--- config.mk ---
export PLATFORM = sky130hd
export DESIGN_NAME = im_loader
export DESIGN_NICKNAME = d
export VERILOG_FILES = /design/src/rtl/im_loader.sv
export SDC_FILE = /design/constraint.sdc
export NUM_CORES = 1
export LEC_CHECK = 0
export BUFFER_PORTS_ARGS = -buffer_cell sky130_fd_sc_hd__buf_4
export CORE_MARGIN = 5
export CORE_UTILIZATION = 49
export CTS_CLUSTER_DIAMETER = 120
export CTS_CLUSTER_SIZE = 28
export DETAILED_ROUTE_END_ITERATION = 10
export PLACE_DENSITY = 0.76
export SYNTH_ARGS = -nofsm -noshare
export SYNTH_HDL_FRONTEND = slang
export SYNTH_SLANG_ARGS = --single-unit
export TNS_END_PERCENT = 50
--- constraint.sdc ---
create_clock -name clk -period 2.73 [get_ports clk]
set_input_delay 0 -clock clk [delete_from_list [all_inputs] [get_ports clk]]
set_output_delay 0 -clock clk [all_outputs]
set_load 0.02 [all_outputs]
--- src/rtl/im_loader.sv ---
// Instruction-memory program loader: assembles a little-endian byte stream
// into 32-bit words and writes them to consecutive IM word indices, holding
// the CPU while the load is in progress.
module im_loader #(
  parameter logic [31:0] BASE_ADDR = 32'h0000_3000,
  parameter int          DEPTH     = 4096,
  parameter int          ADDR_W    = 12
) (
  input  logic              clk,
  input  logic              reset,
  input  logic              start,
  input  logic [12:0]       len,
  input  logic              byte_valid,
  input  logic [7:0]        byte_data,
  output logic              byte_ready,
  output logic              im_we,
  output logic [ADDR_W-1:0] im_addr,
  output logic [31:0]       im_wdata,
  output logic [31:0]       im_byte_addr,
  output logic              busy,
  output logic              cpu_hold,
  output logic              done,
  output logic              err
);

  typedef enum logic [1:0] {
    S_IDLE    = 2'd0,
    S_COLLECT = 2'd1,
    S_WRITE   = 2'd2,
    S_DONE    = 2'd3
  } state_t;

  localparam logic [12:0] DEPTH_LEN = 13'(DEPTH);

  state_t            state_q,    state_d;
  logic [1:0]        byte_cnt_q, byte_cnt_d;   // byte position within the word
  logic [23:0]       asm_q,      asm_d;        // first three bytes of the word
  logic [12:0]       idx_q,      idx_d;        // next word index == words written
  logic [12:0]       len_q,      len_d;        // latched word count for this load
  logic [ADDR_W-1:0] addr_q,     addr_d;       // write address, held between writes
  logic [31:0]       wdata_q,    wdata_d;      // write data, held between writes
  logic              done_q,     done_d;
  logic              err_q,      err_d;

  logic              start_ok;

  // State register; every flop clears on the asynchronous reset.
  // NOTE: sequential state uses non-blocking assignments so all flops update
  // together from values computed before the edge.
  always_ff @(posedge clk or posedge reset) begin
    if (reset) begin
      state_q    <= S_IDLE;
      byte_cnt_q <= '0;
      asm_q      <= '0;
      idx_q      <= '0;
      len_q      <= '0;
      addr_q     <= '0;
      wdata_q    <= '0;
      done_q     <= 1'b0;
      err_q      <= 1'b0;
    end else begin
      state_q    <= state_d;
      byte_cnt_q <= byte_cnt_d;
      asm_q      <= asm_d;
      idx_q      <= idx_d;
      len_q      <= len_d;
      addr_q     <= addr_d;
      wdata_q    <= wdata_d;
      done_q     <= done_d;
      err_q      <= err_d;
    end
  end

  // Next-state logic: start handling, byte assembly and word sequencing.
  always_comb begin
    // NOTE: every signal gets its hold value first so no path leaves a
    // variable unassigned, which would otherwise infer a latch.
    state_d    = state_q;
    byte_cnt_d = byte_cnt_q;
    asm_d      = asm_q;
    idx_d      = idx_q;
    len_d      = len_q;
    addr_d     = addr_q;
    wdata_d    = wdata_q;
    done_d     = done_q;
    err_d      = err_q;

    start_ok = (len != 13'd0) && (len <= DEPTH_LEN);

    unique case (state_q)
      S_IDLE, S_DONE: begin
        if (start) begin
          done_d = 1'b0;
          if (start_ok) begin
            len_d      = len;
            idx_d      = '0;
            byte_cnt_d = '0;
            asm_d      = '0;
            err_d      = 1'b0;
            state_d    = S_COLLECT;
          end else begin
            err_d   = 1'b1;
            state_d = S_IDLE;
          end
        end
      end

      S_COLLECT: begin
        if (byte_valid) begin
          byte_cnt_d = byte_cnt_q + 2'd1;
          unique case (byte_cnt_q)
            2'd0: asm_d[7:0]   = byte_data;
            2'd1: asm_d[15:8]  = byte_data;
            2'd2: asm_d[23:16] = byte_data;
            2'd3: begin
              wdata_d = {byte_data, asm_q};
              addr_d  = idx_q[ADDR_W-1:0];
              state_d = S_WRITE;
            end
            default: ;
          endcase
        end
      end

      S_WRITE: begin
        idx_d = idx_q + 13'd1;
        if ((idx_q + 13'd1) == len_q) begin
          done_d  = 1'b1;
          state_d = S_DONE;
        end else begin
          state_d = S_COLLECT;
        end
      end

      default: state_d = S_IDLE;
    endcase
  end

  // Outputs decode directly from registered state, so im_we never follows
  // byte_valid combinationally.
  always_comb begin
    byte_ready   = (state_q == S_COLLECT);
    im_we        = (state_q == S_WRITE);
    busy         = (state_q == S_COLLECT) || (state_q == S_WRITE);
    cpu_hold     = busy;
    done         = done_q;
    err          = err_q;
    im_addr      = addr_q;
    im_wdata     = wdata_q;
    im_byte_addr = BASE_ADDR + {{(30 - ADDR_W){1'b0}}, addr_q, 2'b00};
  end

endmodule

* Word level (Yosys, flattened, before mapping)
Index checks and enable logic that the tools add are counted. W data, S select, Z words.
Word-level totals: flip-flop bits (word level) 100, bits of input ports 25, output and inout port bits 82, word-level logic and storage cells 72
Operators by class: add/sub/neg operators 3, order comparisons 1, equal/unequal tests 15, muxes and demuxes 24, reduce and logical (&&, ||, !) cells 18
Operator list (count):
- $mux W24 | 3
- $pmux W24 S2 | 1
- $mux W13 | 2
- $pmux W13 S2 | 1
- $mux W8 | 3
- $add A14 B14 Y15 const A | 1
- $reduce_and A3 Y1 | 5
- $reduce_and A5 Y1 | 3
- $mux W2 | 7
- $add A13 B1 Y13 const B | 1
- $eq A13 B13 Y1 | 1
- $le A13 B13 Y1 const B | 1
- $reduce_bool A13 Y1 | 1
- $ne A2 B1 Y1 const B | 5
- $eq A2 B2 Y1 const B | 4
- $ne A2 B2 Y1 const B | 3
- $pmux W2 S3 | 1
- $eq A2 B1 Y1 const B | 2
- $logic_not A2 Y1 | 2
- $mux W1 | 4
- $pmux W2 S2 | 1
- $reduce_and A4 Y1 | 1
- $reduce_bool A2 Y1 | 2
- $add A2 B1 Y2 const B | 1
- 5 further kinds | 5

* Logic depth before layout (Yosys ltp)
depth after elaboration 5, depth in mapped cells 9, mapped depth without buffers 7

* Worst setup path after synthesis
OpenSTA, ideal clock, no wires.
path kind reg-to-reg, start point register state_q[0], end point register addr_q[0], in the netlist im_addr[0], setup time 0.125 ns, arrival 1.843 ns, required time 2.605 ns, slack 0.762 ns, cell stages (with the launch flop) 6, path buffers 2, period minus slack after synthesis 1.968 ns, cell sequence dfrtp_1 > ha_1 > clkbuf_1 > nand3_1 > clkbuf_1 > mux2_2
On the way: word-level cells in the longest chain between the ends 2
Ends and longest elaborated chain:
- start, declared | RTL line 35 | state_t state_q, state_d;
- start signal, assigned | RTL line 62 | state_q <= state_d;
- $eq A2 B1 Y1
- via byte_ready | RTL line 15 | output logic byte_ready,
- $reduce_and A3 Y1 (no line)
- end signal, assigned | RTL line 67 | addr_q <= addr_d;
- end, declared | RTL line 40 | logic [ADDR_W-1:0] addr_q, addr_d;
The timed path passes the listed nets, and every way through them passes these cells. A chain may end at the register's enable or synchronous reset.

* Final worst setup path
start point input port len[7], end point register asm_q[6]
On the way: word-level cells in the longest chain between the ends 4, elaborated cells on any way between the ends 5, those cells by class order compare: 1; eq/ne: 1; reduce/logical: 3
Ends and longest elaborated chain:
- start, declared | RTL line 12 | input logic [12:0] len,
- $le A13 B13 Y1 / $reduce_bool A13 Y1 (equally long branches) | RTL line 88 | start_ok = (len != 13'd0) && (len <= DEPTH_LEN);
- $logic_and A1 B1 Y1 * | RTL line 88
- $ne A2 B2 Y1 (no line) *
- $reduce_and A5 Y1 (no line) *
- end signal, assigned | RTL line 64 | asm_q <= asm_d;
- end, declared | RTL line 37 | logic [23:0] asm_q, asm_d;
Every way passes the cells marked *; elsewhere a longest branch is shown, timed or not.

==> summary.md <==
| Metric | Value |
|---|---|
| Total core area | 10180 um^2 |
| Later-pin clock latency in the skew report | 0.37 ns |
| Crit-path slowest cell | dlygate4sd3_1 |
| Crit path buf inv count | 2 |
| Most frequent cells in the layout | dfrtp_1, buf_4, mux2_2 |
| Vias in the first global route | 3379 |
| Die X | 111.3 um |
| Max_slew headroom | 0.5367 |
| Final hold vios | 0 |
| Simple-gate portion of the synthesized area | 0.1009 |
| Endpoint class of the critical path | flip-flop |
| Status | completed |
| Placer congestion estimate | 0.8367 |
| Synth warn | 0 |
| I/O pins | 107 |
| Routed len/inst | 16.24 um |
| CTS tree | yes |
| First-pass GRT wire length | 17.56 mm |
| Max incr delay on CP | 0.54 ns |
| Synth Area in Adders | 0.01989 |
| Final layout net count | 546 |
| Startpoint types | input port |
| RSZ-0062 raised after global routing | false |
| Final setup fails | 0 |
| Gr ovfl total | 0 |
| CTS Buf Count | 9 |
| Seq/Total Area, Yosys | 0.4973 |
| Max-cap check violation count | 0 |
| Rows | 37 |
| Worst-Margin Slew | 0.6949 ns |
| Final WS setup | 0.4182 ns |
| F_max | 0.4326 GHz |
| Synth Area in Compound Gates | 0.07608 |
| Cell area after synthesis | 5032 um^2 |
| Clk slew on worst S/H paths | 0.10 ns |
| Die H | 111.3 um |
| GRT Overall Usage | 0.1729 |
| Crit path DAT | 2.57 ns |
| PwrDens | 848.7 nW/um^2 |
| CTS root buffer | clkbuf_8 |
| Setup Skew | 0.01430 ns |
| Largest net degree at the start of global routing | 101 |
| Area Overhead vs Synth | 21.03% |
| Drc violations | 0 |
| Final hold slack | 0.3033 ns |
| Die area | 12400 um^2 |
| Area after DPL | 5647 um^2 |
| Setup TNS | 0 ns |
| Vias | 3435 |
| Final instance area | 6091 um^2 |
| Pins Over Slew Limit | 0 |
| I/O Buffers | 87 |
| Avg Inst Size Synth | 11.98 um^2 |
| Clk buf depth | 2 |
| Fin crit period | 2.312 ns |
| Max FO, Critical Path | 9 |
| CTS H-tree depth | 3 |
| Clock Sinks | 100 |
| Seq cells post-synth | 100 |
| Post-synthesis mux area share | 0.1987 |
| Critical path class | input port to flip-flop |
| Setup WS pre-CTS | 0.4706 ns |
| Initial Util | 0.4941 |
| Commonest non-fill, non-tap cell in the layout | dfrtp_1 |
| DPL Wire Length | 7.537 mm |
| Lkg Pwr | 0.003010 uW |
| Pre-antenna DRT Iters | 4 |
| Post-synthesis xor/xnor area fraction | 0.02785 |
| CP Cell Sequence | dlygate4sd3_1 > buf_4 > nor4_4 > nand4_1 > nor2b_4 > a21oi_2 > or2_1 > mux2_4 |
| CP delay by family, top | simple AND/OR/NAND/NOR gates |
| Top_reg_cell synth | dfrtp_1 |
| Synth unique cells | 49 |
| Antenna Nets Post-Route | 0 |
| Initial DRC count | 211 |
| Post-route insts no fill | 654 |
| Fraction of layout cells with a size suffix above 1 | 0.3784 |
| WP data required | 2.99 ns |
| Fin crit share | 0.8468 |
| Vias/cell | 5.252 |
| VDD IR-drop max | 0.4758 mV |
| Number of synthesized flops with an enable pin | 0 |
| Tightest Hold Check Type | input port to asynchronous set/reset pin |
| Synth async-reset ratio | 1.000 |
| Routed wire length | 10.62 mm |
| Largest family of logic cells by synthesized area | multiplexers |
| Antenna cells | 0 |
| Inst Count DP | 613 |
| Initial antenna violation count | 0 |
| Cells after Synth | 420 |
repair_timing:
action / in CTS / in global routing
hold buffers: 25 / 0
setup buffers: 0 / 0
gates resized for setup: 0 / 0
endpoints found under the hold margin: 124 / 0
stage by stage:
| step | total power (uW) | util |
|---|---|---|
| floorplan | 3733 | - |
| global placement | 4145 | 0.5544 |
| detailed placement | 4235 | 0.5544 |
| CTS | 5197 | 0.5980 |
| global route | 5478 | 0.5980 |
| finish | 5169 | 0.5980 |
area by class of cell:
class | instances | area, um^2
Fill cell | 829 | 4094
Sequential cell | 100 | 2502
Multi-Input combinational cell | 271 | 2207
Timing Repair Buffer | 116 | 958.4
Tap cell | 136 | 170.2
Clock buffer | 9 | 123.9
Clock inverter | 7 | 70.07
Inverter | 15 | 58.81
logic make-up after synthesis:
group / after synthesis
flops: 100
buf+inv: 67
xor+xnor: 16
fa+ha+maj: 8
compound gates: 57
other cells: 1
mux: 81
simple gates: 90
power breakdown:
group / switching [uW] / internal, uW / total, uW
clock: 560 / 359 / 918
sequential: 292 / 1830 / 2130
combinational: 1080 / 1050 / 2130
flip-flops by register name, summed over array words and instances (netlist names):
name / count
idx_q: 13
done: 1
err: 1
len_q: 13
im_addr: 12
im_wdata: 32
byte_cnt_q: 2
asm_q: 24
state_q: 2
cell usage after synthesis (all sizes together), types with 2 or more instances:
library cell,number,area (um^2)
a21oi,14,73.82
a22o,2,17.52
a2bb2oi,2,17.52
a31o,2,17.52
a31oi,12,81.33
a41oi,2,17.52
and2,11,68.82
and3,3,18.77
buf,38,286.5
clkbuf,14,52.55
dfrtp,100,2502
ha,8,100.1
inv,15,56.30
mux2,79,979.7
mux2i,2,20.02
nand2,25,93.84
nand2b,2,12.51
nand3,11,55.05
nand4,6,37.54
nor2,14,52.55
nor2b,3,26.27
nor3,4,20.02
nor4,5,76.32
o21ai,11,55.05
o221ai,2,17.52
or2,4,25.02
xnor2,12,105.1
xor2,4,35.03
final timing paths:
| path | start | end | slack, ns | cells after the start |
|---|---|---|---|---|
| setup / recovery | len[7] | asm_q[6]$_DFFE_PP0P_ | 0.42 | 8 |
| hold / removal | reset | im_wdata[1]$_DFFE_PP0P_ | 0.30 | 4 |
| setup reg to reg | state_q[0]$_DFFE_PP0P_ | asm_q[6]$_DFFE_PP0P_ | 0.45 | 6 |
| hold reg to reg | im_wdata[1]$_DFFE_PP0P_ | im_wdata[1]$_DFFE_PP0P_ | 0.52 | 1 |
| max in group asynchronous | reset | asm_q[14]$_DFFE_PP0P_ | 2.04 | 4 |
| min in group clk | byte_data[6] | im_wdata[30]$_DFFE_PP0P_ | 0.42 | 3 |
tightest hold or removal path: cells and delay by family:
kind | cells | cell delay (ns)
buffers and inverters | 4 | 1.11
routing by layer:
metal,track usage,vias up,routed length [um],part of all wire
met3,0.04076,11,545,0.051
met5,0,-,0,0
met1,0.2421,1712,4774,0.45
li1,-,1615,-,-
met2,0.2694,97,5179,0.49
met4,0.05272,0,123,0.012
Note: power is estimated with default switching activity, not from simulation.
